File: config.mk
export PLATFORM = sky130hd
export DESIGN_NAME = float_to_ieee_conv_flat
export DESIGN_NICKNAME = d
export VERILOG_FILES = /design/src/rtl/float_to_ieee_conv_pkg.sv /design/src/rtl/float_to_ieee_conv_if.sv /design/src/rtl/float_to_ieee_conv_core.sv /design/src/rtl/float_to_ieee_conv.sv /design/src/flat_wrapper.sv
export SDC_FILE = /design/constraint.sdc
export NUM_CORES = 1
export LEC_CHECK = 0
export ABC_AREA = 1
export CAP_MARGIN = 10
export CORE_MARGIN = 5
export CORE_UTILIZATION = 48
export CTS_CLUSTER_DIAMETER = 200
export DETAILED_ROUTE_END_ITERATION = 8
export PLACE_DENSITY = 0.8
export SYNTH_ARGS = -nofsm -noshare
export SYNTH_HDL_FRONTEND = slang
export SYNTH_SLANG_ARGS = --single-unit
File: constraint.sdc
create_clock -name clk -period 1.5 [get_ports clk]
set_clock_uncertainty 0.15 [all_clocks]
set_input_delay 0.15 -clock clk [delete_from_list [all_inputs] [get_ports clk]]
set_output_delay 0.15 -clock clk [all_outputs]
set_load 0.05 [all_outputs]
File: src/rtl/float_to_ieee_conv_pkg.sv
// Shared types and constants for the internal-float to IEEE-754 output stage.
// Default internal format: 1 sign | 4 exponent | 20 mantissa.
package float_to_ieee_conv_pkg;

  localparam int N_exposant = 4;
  localparam int N_mantisse = 20;

  localparam int FLOAT_BIAS = 2**(N_exposant-1) - 1;
  localparam int IEEE_BIAS  = 127;

  typedef struct packed {
    logic                  sign;
    logic [N_exposant-1:0] exposant;
    logic [N_mantisse-1:0] mantisse;
  } float;

  typedef struct packed {
    logic        sign;
    logic [7:0]  exposant;
    logic [22:0] mantisse;
  } float_ieee;

  typedef enum logic [1:0] {
    F2I_NORM,
    F2I_ZERO,
    F2I_INF
  } f2i_class_e;

  // Internal bias for an arbitrary exponent width (FLOAT_BIAS is the default-width case).
  function automatic int float_bias(input int n_exp);
    return 2**(n_exp-1) - 1;
  endfunction

endpackage

File: src/rtl/float_to_ieee_conv_if.sv
// Stream interface of the float->IEEE output stage: internal floats in, IEEE words out.
// slave = the converter, master = the surrounding coprocessor/LM32 side.
interface float_to_ieee_conv_if
  import float_to_ieee_conv_pkg::*;
#(
  parameter int N_EXPOSANT = N_exposant,
  parameter int N_MANTISSE = N_mantisse
);

  logic                           in_valid;
  logic                           in_ready;
  logic [N_EXPOSANT+N_MANTISSE:0] in_data;
  logic                           out_valid;
  logic                           out_ready;
  float_ieee                      out_data;

  modport slave (
    input  in_valid,
    input  in_data,
    output in_ready,
    output out_valid,
    output out_data,
    input  out_ready
  );

  modport master (
    output in_valid,
    output in_data,
    input  in_ready,
    input  out_valid,
    input  out_data,
    output out_ready
  );

endinterface

File: src/rtl/float_to_ieee_conv_core.sv
// Combinational classify-and-rebias of one internal float into IEEE-754 single fields.
module float_to_ieee_conv_core
  import float_to_ieee_conv_pkg::*;
#(
  parameter int N_EXPOSANT = N_exposant,
  parameter int N_MANTISSE = N_mantisse
) (
  input  logic [N_EXPOSANT+N_MANTISSE:0] f_in,
  output float_ieee                      ieee,
  output f2i_class_e                     f_class
);

  localparam int BIAS  = float_bias(N_EXPOSANT);
  localparam int SHIFT = 23 - N_MANTISSE;

  logic                  sign;
  logic [N_EXPOSANT-1:0] e;
  logic [N_MANTISSE-1:0] m;
  logic [7:0]            exp_norm;
  logic [22:0]           mant_norm;

  assign sign = f_in[N_EXPOSANT+N_MANTISSE];
  assign e    = f_in[N_MANTISSE +: N_EXPOSANT];
  assign m    = f_in[N_MANTISSE-1:0];

  // e - BIAS + 127 taken modulo 256; for legal widths it never leaves 1..254.
  assign exp_norm  = 8'(e) + 8'(IEEE_BIAS - BIAS);
  assign mant_norm = 23'(m) << SHIFT;

  always_comb begin
    ieee    = '0;
    f_class = F2I_NORM;
    ieee.sign = sign;
    if (e == '0) begin
      f_class = F2I_ZERO;
    end else if (&e) begin
      f_class       = F2I_INF;
      ieee.exposant = 8'hFF;
    end else begin
      ieee.exposant = exp_norm;
      ieee.mantisse = mant_norm;
    end
  end

endmodule

File: src/rtl/float_to_ieee_conv.sv
// Two-stage valid/ready pipeline converting internal floats to IEEE-754 singles.
// Optional sticky zero/inf delivery flags when F2I_FLAGS_EN is defined.
module float_to_ieee_conv
  import float_to_ieee_conv_pkg::*;
#(
  parameter int N_EXPOSANT = N_exposant,
  parameter int N_MANTISSE = N_mantisse,
  parameter int CNT_W      = 16
) (
  input  logic               clk,
  input  logic               reset_n,
  float_to_ieee_conv_if.slave bus,
  output logic [CNT_W-1:0]   conv_count
`ifdef F2I_FLAGS_EN
  ,
  output logic               flag_zero,
  output logic               flag_inf
`endif
);

  float_ieee  core_word;
  f2i_class_e core_class;

  logic        s1_valid;
  logic        s1_sign;
  logic [7:0]  s1_exp;
  logic [22:0] s1_mant;
  logic        s2_valid;
  float_ieee   out_word;

  logic s1_load;
  logic s2_load;
  logic deliver;

  float_to_ieee_conv_core #(
    .N_EXPOSANT (N_EXPOSANT),
    .N_MANTISSE (N_MANTISSE)
  ) u_core (
    .f_in    (bus.in_data),
    .ieee    (core_word),
    .f_class (core_class)
  );

  // A stage may load when it is empty or the stage after it is draining this cycle.
  assign s2_load = !s2_valid || bus.out_ready;
  assign s1_load = !s1_valid || s2_load;
  assign deliver = s2_valid && bus.out_ready;

  assign bus.in_ready  = s1_load;
  assign bus.out_valid = s2_valid;
  assign bus.out_data  = out_word;

  always_ff @(posedge clk) begin
    if (!reset_n) begin
      s1_valid   <= 1'b0;
      s1_sign    <= 1'b0;
      s1_exp     <= '0;
      s1_mant    <= '0;
      s2_valid   <= 1'b0;
      out_word   <= '0;
      conv_count <= '0;
    end else begin
      if (s1_load) begin
        s1_valid <= bus.in_valid;
        if (bus.in_valid) begin
          s1_sign <= core_word.sign;
          s1_exp  <= core_word.exposant;
          s1_mant <= core_word.mantisse;
        end
      end
      if (s2_load) begin
        s2_valid <= s1_valid;
        if (s1_valid) begin
          out_word <= '{sign: s1_sign, exposant: s1_exp, mantisse: s1_mant};
        end
      end
      if (deliver) begin
        conv_count <= conv_count + CNT_W'(1);
      end
    end
  end

`ifdef F2I_FLAGS_EN
  f2i_class_e s1_class;
  f2i_class_e s2_class;

  // Class rides alongside the data so the flag reflects the word actually handed over.
  always_ff @(posedge clk) begin
    if (!reset_n) begin
      s1_class  <= F2I_NORM;
      s2_class  <= F2I_NORM;
      flag_zero <= 1'b0;
      flag_inf  <= 1'b0;
    end else begin
      if (s1_load && bus.in_valid) begin
        s1_class <= core_class;
      end
      if (s2_load && s1_valid) begin
        s2_class <= s1_class;
      end
      if (deliver && s2_class == F2I_ZERO) begin
        flag_zero <= 1'b1;
      end
      if (deliver && s2_class == F2I_INF) begin
        flag_inf <= 1'b1;
      end
    end
  end
`else
  logic unused_class;
  assign unused_class = ^core_class;
`endif

endmodule

File: src/flat_wrapper.sv
// flat-port wrapper written by rule: the top's interface ports become plain ports
module float_to_ieee_conv_flat import float_to_ieee_conv_pkg::*;
#(
  parameter int N_EXPOSANT = N_exposant,
  parameter int N_MANTISSE = N_mantisse,
  parameter int CNT_W      = 16
)
  (clk, reset_n, conv_count, bus_in_valid, bus_in_data, bus_in_ready, bus_out_valid, bus_out_data, bus_out_ready);
  float_to_ieee_conv_if #(.N_EXPOSANT(N_EXPOSANT), .N_MANTISSE(N_MANTISSE)) bus_i ();
  input  logic clk;
  input  logic reset_n;
  output logic [CNT_W-1:0] conv_count;
  input wire logic [$bits(bus_i.in_valid)-1:0] bus_in_valid;
  input wire logic [$bits(bus_i.in_data)-1:0] bus_in_data;
  output wire logic [$bits(bus_i.in_ready)-1:0] bus_in_ready;
  output wire logic [$bits(bus_i.out_valid)-1:0] bus_out_valid;
  output wire logic [$bits(bus_i.out_data)-1:0] bus_out_data;
  input wire logic [$bits(bus_i.out_ready)-1:0] bus_out_ready;
  assign bus_i.in_valid = bus_in_valid;
  assign bus_i.in_data = bus_in_data;
  assign bus_in_ready = bus_i.in_ready;
  assign bus_out_valid = bus_i.out_valid;
  assign bus_out_data = bus_i.out_data;
  assign bus_i.out_ready = bus_out_ready;
  float_to_ieee_conv #(.N_EXPOSANT(N_EXPOSANT), .N_MANTISSE(N_MANTISSE), .CNT_W(CNT_W)) u_core (.clk(clk), .reset_n(reset_n), .bus(bus_i), .conv_count(conv_count));
endmodule
==> impl_metrics.tcl <==
set metrics [dict create \
    portBuffers 75 \
    hold_path_class "in2reg" \
    finalWorstPathRequiredPeriod_ns 1.46 \
    pwr_dens_nw_per_um2 1030 \
    cts.reportedPaths.clkPinSlew_ns 0.08 \
    clock_insertion_delay_worst_skew_ns 0.35 \
    static-leakage-power_nw 1.81 \
    synth.avg_cell_area_um2 7.54 \
    cts_hold_repair.buffers 0 \
    cp_slowest_stage_delay_ns 0.40 \
    clk_root_buffer_cell "clkbuf_8" \
    global_route_usage_over_all_layers_pct 21.2 \
    detailedRoute.firstIterationViolations 203 \
    crit_path_end_kind "primary output" \
    post_synth_instance_area_um2 2860 \
    fin_nets 494 \
    timing.critical_path.cells "nand3_4 -> buf_4 -> buf_12" \
    outcome "finished clean" \
    async_flop_share_pct 0 \
    fmax_mhz 687 \
    die_width_um 87.2 \
    count_of_flip_flops_with_a_built_in_enable_after_synthesis 0 \
    routedWlPerCell_um 14.1 \
    tritoncts.num_buffers 9 \
    timing.critical_path.fanout_max 5 \
    final_util_pct 77.2 \
    grt_remaining_overflow 0 \
    initial_utilization_pct 48.9 \
    hpwl_um 5530 \
    crit_slowest_cell "dfxtp_4" \
    synth_warnings 0 \
    switching_fraction_of_total_power_pct 27.4 \
    final-setup-viol-count 0 \
    yosys.cell_count.top_type "nor2_1" \
    drt_drc_violations_left 0 \
    syn_to_final_growth_pct 58.0 \
    power.switching_mw 1.27 \
    worst-endpoint-required_ns 1.20 \
    dp_worst_setup_slack_ns -0.173 \
    ys_seq_area_share_pct 49.0 \
    grt_max_degree 32 \
    commonest_cells_in_the_netlist "89 x nor2_1, 70 x dfxtp_1, 56 x nand2_1" \
    synth.top_cell.area_share_pct 49.0 \
    rrSetupSlack_ns 0.08 \
    synth_ff_type "dfxtp_1" \
    numClockSinks 70 \
    internal_power_mw 3.38 \
    yosys.area.top_type "dfxtp_1" \
    count_of_nets_left_with_antenna_violations_after_detail_routing 0 \
    clockPowerShare_pct 38.0 \
    timing.critical_path.from_type "flip-flop" \
    first_global_vias 2748 \
    gp_congestion 0.813 \
    power_share_of_the_combinational_group_pct 18.2 \
    setup_repair_after_global_routing_missed_its_margin "yes" \
    drive_above_1_share_pct 24.3 \
    post-route-period-util_pct 97.0 \
    detail_route.first_pass.iterations 4 \
    placementRows 28 \
    vert_die_dim_um 87.2 \
    htree_depth 3 \
    route.vias.total 2771 \
    maximum_ir_drop_on_the_vdd_rail_mv 0.739 \
    grt_pass1_wl_um 12400 \
    power.sequential.fraction_pct 43.9 \
    die_area_um2 7600 \
    synth_register_bits 70 \
    antenna-diode-count 0 \
    core_area_um2 5850 \
    timing.critical_path.arrival_ns 1.16 \
    antenna_found_initial 0 \
    synth_area_leaders "dfxtp_1 49%, nor2_1 12%, nand2_1 7.4%, o21ai_0 6.3%, a21oi_1 5.6%" \
    path_class "reg2out" \
    yosys.cell_types.count 27 \
    vias_per_instance 5.09 \
    postRouteWirelength_um 7670 \
    post_layout_nonfiller_instances 544 \
    placed_cells 527 \
    final_hold_viol_count 0 \
    cts_tree "done" \
    io_count 79 \
    report.final.slew_viol_count 0 \
    syn_inst 379 \
    final_critical_path_setup_slack_ns 0.0443 \
    cts.path.max_buffers 2 \
    maxCapViolations 0 \
    worst_hold_slack_ns 0.217 \
]
## worst paths after layout
check | start | end | cells past startpoint
max | u_core.bus.out_valid$_SDFFE_PN0P_ | bus_in_ready | 3
min | bus_in_data[13] | u_core.s1_mant[16]$_SDFFE_PN0P_ | 3
max reg2reg | u_core.conv_count[1]$_SDFFE_PN0P_ | u_core.conv_count[10]$_SDFFE_PN0P_ | 9
min reg2reg | u_core.s1_mant[14]$_SDFFE_PN0P_ | u_core.s1_mant[14]$_SDFFE_PN0P_ | 2
## sequential cells by signal, indices dropped and copies added, names as in the netlist
| name | cells |
|---|---|
| u_core.s1_sign | 1 |
| u_core.s1_exp | 5 |
| u_core.s1_valid | 1 |
| u_core.bus.out_data | 26 |
| u_core.bus.out_valid | 1 |
| u_core.s1_mant | 20 |
| u_core.conv_count | 16 |
## power groups by stage
stage	combinational [mW]	sequential (mW)	clock (mW)
2_1_floorplan	0.274	2.22	0
3_3_place_gp	0.822	2.08	0
3_5_place_dp	0.838	2.08	0
4_1_cts	0.843	2.04	1.78
5_1_grt	0.896	2.05	1.87
6_report	0.846	2.04	1.77
## layout make-up
type | instances | area [µm²]
repair buffers | 97 | 1450
flip-flops and latches | 70 | 1420
fillers | 368 | 1330
multi-input cells | 262 | 1220
clock buffers | 11 | 151
inverters | 24 | 95.1
well taps | 75 | 93.8
clock inverters | 5 | 81.3
## layer usage
layer	vias to the layer above	track usage [%]	routed length [µm]
li1	1394	-	-
met1	1278	23.7	3110
met2	85	37.6	3980
met3	14	4.64	432
met4	0	10.0	153
met5	-	2.80	0
## critical path, delay by kind of cell (launching register included)
kind,cells,cell delay (ns)
AND/OR/NAND/NOR,1,0.10
buffers and inverters,2,0.30
flip-flops,1,0.40
## per-stage QoR
step / cell area [µm²] / TNS, ns / total power, mW
6_report: 4520 / 0 / 4.66
4_1_cts: 4500 / 0 / 4.67
2_1_floorplan: 2890 / 0 / 2.50
3_3_place_gp: 4270 / -4.85 / 2.90
5_1_grt: 4520 / -0.0116 / 4.82
3_5_place_dp: 4270 / -7.07 / 2.92
## kinds of logic (layout without fill, tap and decap cells)
logic type	count (synthesis)	count (layout)	share of synthesized area (%)
simple gates	187	187	28.8
compound gates	71	71	12.6
flops	70	70	49.0
buf+inv	49	137	8.97
fa+ha+maj	1	1	0.438
other cells	1	3	0.131
## timing repair
item,in CTS,in global routing
endpoints found under the setup margin,1,8
setup buffers,0,1
gates cloned,0,0
resized for setup,1,6
## cell usage in the layout (no fill, tap or decap), types with 12 or more instances in the layout
cell,count
clkdlybuf4s50_1,28
buf_12,52
buf_4,17
nor2_1,87
nand4_1,24
dfxtp_1,56
a21oi_1,32
dfxtp_2,12
o21ai_0,35
inv_1,21
nand2_1,56
Note: power is estimated with default switching activity, not from simulation.
